--- config.mk ---
export PLATFORM = sky130hd
export DESIGN_NAME = nn_weight_loader
export DESIGN_NICKNAME = d
export VERILOG_FILES = /design/src/rtl/nn_weight_loader_pkg.sv /design/src/rtl/nn_weight_loader_packer.sv /design/src/rtl/nn_weight_loader.sv
export SDC_FILE = /design/constraint.sdc
export NUM_CORES = 1
export LEC_CHECK = 0
export BUFFER_PORTS_ARGS = -buffer_cell sky130_fd_sc_hd__buf_4
export CAP_MARGIN = 10
export CORE_ASPECT_RATIO = 0.75
export CORE_MARGIN = 8
export CORE_UTILIZATION = 45
export DETAILED_ROUTE_END_ITERATION = 16
export PLACE_DENSITY = 0.78
export SYNTH_ARGS = -nofsm -noshare
export SYNTH_HDL_FRONTEND = slang
export SYNTH_HIERARCHICAL = 1
export SYNTH_SLANG_ARGS = --single-unit
--- constraint.sdc ---
create_clock -name Clk -period 5.88 [get_ports Clk]
set_clock_uncertainty 0.15 [all_clocks]
set_input_delay 1.764 -clock Clk [delete_from_list [all_inputs] [get_ports Clk]]
set_output_delay 1.764 -clock Clk [all_outputs]
set_load 0.005 [all_outputs]
--- src/rtl/nn_weight_loader_pkg.sv ---
// nn_weight_loader_pkg: NN parameter BRAM layout, section/state types and section decode
package nn_weight_loader_pkg;

   localparam logic [9:0] WEIGHT_1 = 10'h000;
   localparam logic [9:0] BIAS_1   = 10'h310;
   localparam logic [9:0] WEIGHT_2 = 10'h311;
   localparam logic [9:0] BIAS_2   = 10'h325;
   localparam logic [9:0] WEIGHT_3 = 10'h326;
   localparam logic [9:0] BIAS_3   = 10'h33A;

   localparam logic [9:0] LOAD_LAST_ADDR = BIAS_3;
   localparam int         WORDS_TOTAL    = 827;

   typedef enum logic [2:0] {
      SEC_W1   = 3'd0,
      SEC_B1   = 3'd1,
      SEC_W2   = 3'd2,
      SEC_B2   = 3'd3,
      SEC_W3   = 3'd4,
      SEC_B3   = 3'd5,
      SEC_NONE = 3'd7
   } nn_section_t;

   typedef enum logic [2:0] {
      ST_IDLE,
      ST_LOAD,
      ST_CHECK,
      ST_DONE,
      ST_ERROR
   } nn_load_state_t;

   function automatic nn_section_t section_of(input logic [9:0] a);
      return a <  BIAS_1   ? SEC_W1 :
             a <  WEIGHT_2 ? SEC_B1 :
             a <  BIAS_2   ? SEC_W2 :
             a <  WEIGHT_3 ? SEC_B2 :
             a <  BIAS_3   ? SEC_W3 :
             a == BIAS_3   ? SEC_B3 : SEC_NONE;
   endfunction

endpackage

--- src/rtl/nn_weight_loader_packer.sv ---
// byte_word_packer: assembles little-endian bytes into words, one-cycle word_valid pulse per word
module byte_word_packer #(
   parameter int WORD_BYTES = 2,
   parameter int DATA_W     = 8 * WORD_BYTES
) (
   input  logic              Clk,
   input  logic              Reset,
   input  logic              clear,
   input  logic [7:0]        byte_in,
   input  logic              valid,
   output logic [DATA_W-1:0] word,
   output logic              word_valid
);

   localparam int CW = WORD_BYTES > 1 ? $clog2(WORD_BYTES) : 1;

   logic [CW-1:0]     cnt;
   logic [DATA_W-1:0] sr;
   logic [DATA_W-1:0] sr_nxt;
   logic              last;

   assign sr_nxt = (sr >> 8) | (DATA_W'(byte_in) << (DATA_W - 8));
   assign last   = cnt == CW'(WORD_BYTES - 1);

   // shift bytes in from the top so the first byte lands in bits [7:0]; publish on the last byte
   always_ff @(posedge Clk or posedge Reset) begin
      if (Reset) begin
         cnt        <= '0;
         sr         <= '0;
         word       <= '0;
         word_valid <= 1'b0;
      end else begin
         word_valid <= 1'b0;
         if (clear) begin
            cnt <= '0;
         end else if (valid) begin
            sr  <= sr_nxt;
            cnt <= last ? '0 : cnt + CW'(1);
            if (last) begin
               word       <= sr_nxt;
               word_valid <= 1'b1;
            end
         end
      end
   end

endmodule

--- src/rtl/nn_weight_loader.sv ---
// nn_weight_loader: streams bytes into the NN parameter BRAM and verifies the trailing checksum
module nn_weight_loader
   import nn_weight_loader_pkg::*;
#(
   parameter int WORD_BYTES = 2,
   parameter int DATA_W     = 16,
   parameter int ADDR_W     = 10
) (
   input  logic              Clk,
   input  logic              Reset,
   input  logic              start,
   input  logic [7:0]        in_data,
   input  logic              in_valid,
   output logic              in_ready,
   output logic              bram_we,
   output logic [ADDR_W-1:0] bram_addr,
   output logic [DATA_W-1:0] bram_wdata,
   output logic [2:0]        section,
   output logic              busy,
   output logic              done,
   output logic              err
);

   localparam logic [ADDR_W-1:0] LAST = ADDR_W'(LOAD_LAST_ADDR);

   nn_load_state_t    state;
   nn_load_state_t    state_nxt;
   logic [ADDR_W-1:0] addr;
   logic [7:0]        sum;
   logic [7:0]        sum_nxt;
   logic              load_st;
   logic              fire;
   logic              word_valid;
   logic              last_wr;
   logic              sum_ok;

   assign load_st = state == ST_LOAD;
   assign fire    = in_valid && (load_st || state == ST_CHECK);
   assign sum_nxt = sum + in_data;
   assign sum_ok  = sum_nxt == 8'h00;
   assign last_wr = load_st && word_valid && addr == LAST;

   byte_word_packer #(
      .WORD_BYTES(WORD_BYTES),
      .DATA_W    (DATA_W)
   ) u_packer (
      .Clk       (Clk),
      .Reset     (Reset),
      .clear     (start),
      .byte_in   (in_data),
      .valid     (fire && load_st),
      .word      (bram_wdata),
      .word_valid(word_valid)
   );

   // state register
   always_ff @(posedge Clk or posedge Reset) begin
      if (Reset) state <= ST_IDLE;
      else       state <= state_nxt;
   end

   // next state and outputs; a checksum byte arriving alongside the final write is judged at once
   always_comb begin
      state_nxt = state;
      in_ready  = 1'b0;
      bram_we   = 1'b0;
      busy      = 1'b0;
      done      = 1'b0;
      err       = 1'b0;
      section   = SEC_NONE;
      case (state)
         ST_LOAD: begin
            in_ready  = 1'b1;
            busy      = 1'b1;
            bram_we   = word_valid;
            section   = section_of(10'(addr));
            state_nxt = !last_wr ? ST_LOAD : !fire ? ST_CHECK : sum_ok ? ST_DONE : ST_ERROR;
         end
         ST_CHECK: begin
            in_ready  = 1'b1;
            busy      = 1'b1;
            state_nxt = !fire ? ST_CHECK : sum_ok ? ST_DONE : ST_ERROR;
         end
         ST_DONE:  done = 1'b1;
         ST_ERROR: err  = 1'b1;
         default:  state_nxt = state;
      endcase
      if (start) state_nxt = ST_LOAD;
   end

   assign bram_addr = addr;

   // write address advances after each write and parks on the last word; running byte sum
   always_ff @(posedge Clk or posedge Reset) begin
      if (Reset) begin
         addr <= '0;
         sum  <= '0;
      end else if (start) begin
         addr <= '0;
         sum  <= '0;
      end else begin
         if (load_st && word_valid && addr != LAST) addr <= addr + ADDR_W'(1);
         if (load_st && fire) sum <= sum_nxt;
      end
   end

endmodule
== Yosys cells after proc, flatten, opt, wreduce, memory -nomap -nowiden ==
Index checks and enable logic that the tools add are counted.
Cells by class
  add/sub/neg operators: 3
  magnitude comparators: 5
  equal/unequal tests: 6
  multiplexer cells: 26
  bitwise gates (word level): 2
  reduce and logical (&&, ||, !) cells: 13
Operators with widths (number)
  $lt A10 B10 Y1 const B: 5
  $mux W3: 9
  $mux W10: 2
  $mux W8: 2
  $or A8 B16 Y16: 1
  $add A10 B1 Y10 const B: 1
  $eq A10 B10 Y1 const B: 1
  $mux W1: 10
  $ne A10 B10 Y1 const B: 1
  $add A8 B8 Y8: 1
  $logic_not A8 Y1: 1
  $eq A3 B2 Y1 const B: 2
  $pmux W3 S2: 1
  $logic_and A1 B1 Y1: 5
  $mux W2: 2
  $reduce_bool A2 Y1: 2
  $eq A3 B1 Y1 const B: 1
  $eq A3 B3 Y1 const B: 1
  $reduce_and A3 Y1: 1
  $reduce_bool A3 Y1: 1
  $reduce_and A2 Y1: 1
  $reduce_or A2 Y1: 1
  $add A1 B1 Y1 const B: 1
  $logic_or A1 B1 Y1: 1
  $not A1 Y1: 1
Storage, ports and cells
  bits in registers: 55
  input bits: 12
  output and inout bits: 34

== Longest topological paths before layout ==
  depth after elaboration: 8
  gate-level depth with buffers: 8
  mapped depth without buffers: 8

== Modules after synthesis ==
Netlist, hierarchy kept.
Modules (own cells, without submodules)
  nn_weight_loader: instances 1, cells an instance 173, area an instance 1522.7 um^2
  byte_word_packer: instances 1, cells an instance 58, area an instance 1017.2 um^2

== Worst setup path before layout ==
Ideal clock, no wire load.
  kind: input port to flip-flop
  start: input in_data[0]
  end: register state[2]
  library setup time: 122 ps
  arrival: 3504 ps
  data required time: 5608 ps
  setup slack: 2105 ps
  stages: 8
  path buffers: 0
  cell sequence: ha_1 > fa_1 > a211oi_1 > nor2_1 > xor2_1 > nor3_1 > nand3_2 > a32o_1
On the way
  longest elaborated chain between the ends: 7
RTL lines
  start, declared: line nn_weight_loader.sv:12  | input logic [7:0] in_data,
  $add A8 B8 Y8 (*): line nn_weight_loader.sv:39  | assign sum_nxt = sum + in_data;
  $logic_not A8 Y1 (*): line nn_weight_loader.sv:40  | assign sum_ok = sum_nxt == 8'h00;
  $mux W3 (*) (2 in a row): line nn_weight_loader.sv:77, nn_weight_loader.sv:82
  $mux W3: line nn_weight_loader.sv:77  | state_nxt = !last_wr ? ST_LOAD : !fire ? ST_CHECK : sum_ok ? ST_DONE : ST_ERROR;
  $pmux W3 S2 (*): line nn_weight_loader.sv:71  | case (state)
  $mux W3 (*): line nn_weight_loader.sv:88  | if (start) state_nxt = ST_LOAD;
  end signal, assigned: line nn_weight_loader.sv:59  | else state <= state_nxt;
  end, declared: line nn_weight_loader.sv:26  | nn_load_state_t state;
Every way passes the cells marked *; elsewhere a longest branch is shown, timed or not.
A chain may end at the register's enable or synchronous reset.

== Worst setup path after layout ==
  start: register addr[1] (netlist: bram_addr[1])
  end: output section[0]
On the way
  longest elaborated chain between the ends: 7
  elaborated cells between the ends (all ways): 11
  classes of those cells: order compare (5); mux (6)
RTL lines
  start, declared: line nn_weight_loader.sv:28  | logic [ADDR_W-1:0] addr;
  start signal, assigned: line nn_weight_loader.sv:102  | if (load_st && word_valid && addr != LAST) addr <= addr + ADDR_W'(1);
  $lt A10 B10 Y1: line nn_weight_loader_pkg.sv:37  | a < BIAS_3 ? SEC_W3 :
  $mux W2: line nn_weight_loader_pkg.sv:37
  $mux W3: line nn_weight_loader_pkg.sv:36  | a < WEIGHT_3 ? SEC_B2 :
  $mux W3: line nn_weight_loader_pkg.sv:35  | a < BIAS_2 ? SEC_W2 :
  $mux W3: line nn_weight_loader_pkg.sv:34  | a < WEIGHT_2 ? SEC_B1 :
  $mux W3 (*): line nn_weight_loader_pkg.sv:33  | return a < BIAS_1 ? SEC_W1 :
  $mux W3 (*): line nn_weight_loader.sv:71
  end, declared: line nn_weight_loader.sv:18  | output logic [2:0] section,
Marks and branches as above.

==> run_summary.xml <==
<?xml version="1.0" encoding="UTF-8"?>
<metrics>
  <group name="finish">
    <metric name="post_route_cells_drive_above_1_share" unit="%">32.0</metric>
    <metric name="antennaDiodeCount" unit="">0</metric>
    <metric name="finalInstanceArea" unit="sq mm">0.00301</metric>
    <metric name="area_delta_synth_final" unit="%">18.4</metric>
    <metric name="n_fill_cell" unit="">466</metric>
    <metric name="layout.nets" unit="">296</metric>
  </group>
  <group name="power">
    <metric name="fin_total_pwr" unit="W">0.000840</metric>
    <metric name="irDropWorstVdd" unit="mV">0.220</metric>
    <metric name="p_per_area" unit="mW/mm^2">279</metric>
    <metric name="p_leak" unit="nW">1.43</metric>
  </group>
  <group name="timing">
    <metric name="post-route-worst-setup-slack" unit="ns">1.64</metric>
    <metric name="highest_clock_frequency_the_design_can_meet" unit="MHz">236</metric>
    <metric name="maxSlewViolCount" unit="">0</metric>
    <metric name="tightestPinTransition" unit="ns">1.01</metric>
    <metric name="period_needed" unit="ns">4.24</metric>
    <metric name="rsz_0062_raised_after_global_routing" unit="">false</metric>
    <metric name="setup_violations" unit="">0</metric>
    <metric name="fin_worst_hold_slack" unit="ns">0.356</metric>
    <metric name="final.period_utilization" unit="%">72.0</metric>
    <metric name="final-hold-violation-count" unit="">0</metric>
    <metric name="timing.slew.headroom" unit="%">32.5</metric>
    <metric name="total_negative_slack_for_setup_checks" unit="ns">0</metric>
  </group>
  <group name="drt">
    <metric name="drt-vias-per-instance" unit="">5.17</metric>
    <metric name="drt_iter0_drc" unit="">76</metric>
    <metric name="drt_wl_total" unit="mm">5.45</metric>
    <metric name="drc_violations_left" unit="">0</metric>
    <metric name="drt-pass1-iter-count" unit="">4</metric>
    <metric name="wl_per_cell" unit="microns">15.6</metric>
    <metric name="postRouteAntennaNets" unit="">0</metric>
    <metric name="via_count" unit="">1808</metric>
  </group>
  <group name="job">
    <metric name="drv.max_cap_violation_count" unit="">0</metric>
  </group>
  <group name="clock_tree">
    <metric name="cts.sink_count" unit="">47</metric>
    <metric name="post_cts_hold_buffer_count" unit="">0</metric>
    <metric name="cts-root-buf" unit="">clkbuf_8</metric>
    <metric name="clkLatencyLatePin" unit="ns">0.31</metric>
    <metric name="cts_resizes" unit="">0</metric>
    <metric name="clkSlewWorstSetupHoldPaths" unit="ns">0.09</metric>
    <metric name="max-clock-path-buffers" unit="">2</metric>
    <metric name="cts_post_setup_buffers_inserted" unit="">0</metric>
    <metric name="cts_tree" unit="">yes</metric>
    <metric name="clock_tree.htree_level_count" unit="">2</metric>
    <metric name="cts-buffers-inserted" unit="">5</metric>
  </group>
  <group name="synth">
    <metric name="syn_nets" unit="">253</metric>
    <metric name="synth_top_cell_area_share" unit="%">46.3</metric>
    <metric name="post_synth_instance_area" unit="sq mm">0.00254</metric>
    <metric name="synth_enable_flop_cells" unit="">0</metric>
    <metric name="synthTopCellsByCount" unit="">47 x dfrtp_1, 23 x nor2_1, 21 x nand2_1, 15 x mux2_2, 13 x a21oi_1</metric>
    <metric name="dominant_cell_by_count_in_the_synthesized_netlist" unit="">dfrtp_1</metric>
    <metric name="synth-warning-count" unit="">6</metric>
    <metric name="syn_avg_cell_area" unit="sq um">11.0</metric>
    <metric name="synthArstFlopShare" unit="%">100</metric>
    <metric name="synth_top_cells_by_area" unit="">dfrtp_1 46%, mux2_2 6.7%, mux2_4 5.3%</metric>
    <metric name="share_of_synthesized_area_occupied_by_flip_flops_and_latches" unit="%">46.3</metric>
    <metric name="syn-instance-count" unit="">231</metric>
    <metric name="yosys_register_bits" unit="">47</metric>
    <metric name="synth_cell_types" unit="">50</metric>
    <metric name="synthDominantAreaCellType" unit="">dfrtp_1</metric>
    <metric name="synth_flop_cell" unit="">dfrtp_1</metric>
  </group>
  <group name="hold_path">
    <metric name="hold_sp" unit="">u_packer/sr[15]</metric>
    <metric name="worst_hold_path.num_cells" unit="">1</metric>
    <metric name="worst_hold_path_type" unit="">flop to flop</metric>
    <metric name="hold_end" unit="">u_packer/word[7]</metric>
  </group>
  <group name="placement">
    <metric name="port-buffer-count" unit="">45</metric>
    <metric name="dpl_cell_area" unit="sq mm">0.00291</metric>
    <metric name="place_ws" unit="ns">1.63</metric>
    <metric name="hpwlAfterDp" unit="mm">4.02</metric>
    <metric name="gpl.final_weighted_congestion" unit="">0.829</metric>
  </group>
  <group name="floorplan">
    <metric name="core_region_area" unit="sq mm">0.00538</metric>
    <metric name="die_w" unit="microns">103</metric>
    <metric name="start_util" unit="%">47.2</metric>
    <metric name="rows" unit="">23</metric>
    <metric name="die_area" unit="sq mm">0.00833</metric>
    <metric name="pin_count" unit="">46</metric>
    <metric name="die_y" unit="microns">81.1</metric>
  </group>
  <group name="global_routing">
    <metric name="grt_usage" unit="%">14.0</metric>
    <metric name="grt_util_met3" unit="%">5.38</metric>
    <metric name="grt_start_max_net_pins" unit="">27</metric>
    <metric name="first_global_vias" unit="">1858</metric>
    <metric name="grt_antenna_before_repair" unit="">0</metric>
    <metric name="groute.layer.met1.usage" unit="%">18.5</metric>
    <metric name="overflow" unit="">0</metric>
    <metric name="use_met2" unit="%">20.9</metric>
    <metric name="gr_busiest_metal" unit="">met2</metric>
    <metric name="grt_pass1_wl" unit="mm">9.07</metric>
  </group>
  <group name="setup_path">
    <metric name="reg2reg_depth" unit="">8</metric>
    <metric name="cp_data_required_time" unit="ns">3.97</metric>
    <metric name="timing.setup.critical_path_class" unit="">flop to output pin</metric>
    <metric name="critical_path_arrival" unit="ns">2.32</metric>
    <metric name="timing.critical_path.to_type" unit="">output pin</metric>
    <metric name="crit-reg2reg-launch" unit="">sum[0]</metric>
    <metric name="r2r_setup_slack" unit="ns">3.08</metric>
    <metric name="timing.critical_path.fanout_max" unit="">10</metric>
    <metric name="timing.critical_path.from_type" unit="">flop</metric>
    <metric name="critical_path.reg2reg.endpoint" unit="">state[2]</metric>
  </group>
  <group name="run_status">
    <metric name="status" unit="">complete, no violations</metric>
  </group>
</metrics>
[cell families after synthesis]
kind of cell    after synthesis  synth area share, %
xor+xnor                     16                 6.16
buf+inv                      18                 3.69
simple gates                 78                 16.6
fa+ha+maj                    10                 5.22
compound gates               37                 9.70
flops                        47                 46.3
mux                          25                 12.4
[worst max-delay path by stage]
| stage | endpoint | slack [ns] | cells after the start | from |
|---|---|---|---|---|
| after floorplan | state[2] | 2.10 | 8 | in_data[0] |
| after global placement | state[2] | 1.83 | 9 | in_data[0] |
| after detailed placement | state[2] | 1.63 | 9 | in_data[0] |
| after CTS | section[0] | 1.64 | 8 | bram_addr[1] |
| after global routing | section[0] | 1.46 | 8 | bram_addr[1] |
| final | section[0] | 1.64 | 8 | bram_addr[1] |
[state kept, by name, summed over array words and instances (netlist names)]
signal	flops
bram_addr	10
state	3
sum	8
u_packer/cnt	1
u_packer/sr	8
u_packer/word	16
u_packer/word_valid	1
[cells in the final DEF (no fill, tap or decap), types with 3 or more instances in the layout]
| cell | count |
|---|---|
| dfrtp_1 | 47 |
| buf_4 | 45 |
| nor2_1 | 23 |
| nand2_1 | 21 |
| mux2_2 | 15 |
| a21oi_1 | 13 |
| xor2_1 | 9 |
| o21ai_0 | 9 |
| ha_1 | 9 |
| mux2_4 | 9 |
| inv_1 | 8 |
| xnor2_1 | 6 |
| clkbuf_8 | 6 |
| nand3_1 | 5 |
| nor3b_1 | 4 |
| a211oi_1 | 3 |
| nor3_1 | 3 |
[cell type report]
class                   count  area, sq um  area share [%]
inverters                   9         33.8            1.12
clock buffers               7         86.3            2.87
clock inverters             1         8.76           0.291
well taps                  75         93.8            3.12
multi-input cells         166         1270            42.2
flip-flops and latches     47         1180            39.1
repair buffers             45          338            11.2
[report_power, final]
part	total (W)	switching, W	internal [W]
registers	0.000409	0.0000309	0.000378
logic	0.000225	0.0000923	0.000132
clock network	0.000206	0.000110	0.0000964
[metrics by stage]
| step | utilization [%] | instances |
|---|---|---|
| 3_3_place_gp | 54.1 | 342 |
| 2_1_floorplan | - | 231 |
| 3_5_place_dp | 54.1 | 342 |
| 5_1_grt | 55.9 | 350 |
| 6_report | 55.9 | 350 |
| 4_1_cts | 55.9 | 350 |
[worst max-delay path, stage by stage (launching register included)]
cell and delay, ns:
dfrtp_1 0.51, inv_1 0.07, ha_1 0.19, or4_1 0.46, nor3_1 0.21, o22a_1 0.17, nor2_1 0.04, o31ai_1 0.22
buf_4 0.15
[routing by layer]
layer  part of all wire [%]  vias up  wire [microns]
met2                     44       42            2420
li1                       -      894               -
met1                     47      866            2580
met3                    7.4        6             404
met4                   0.79        0              43
met5                      0        -               0
Power figures use the tool's default switching activity.
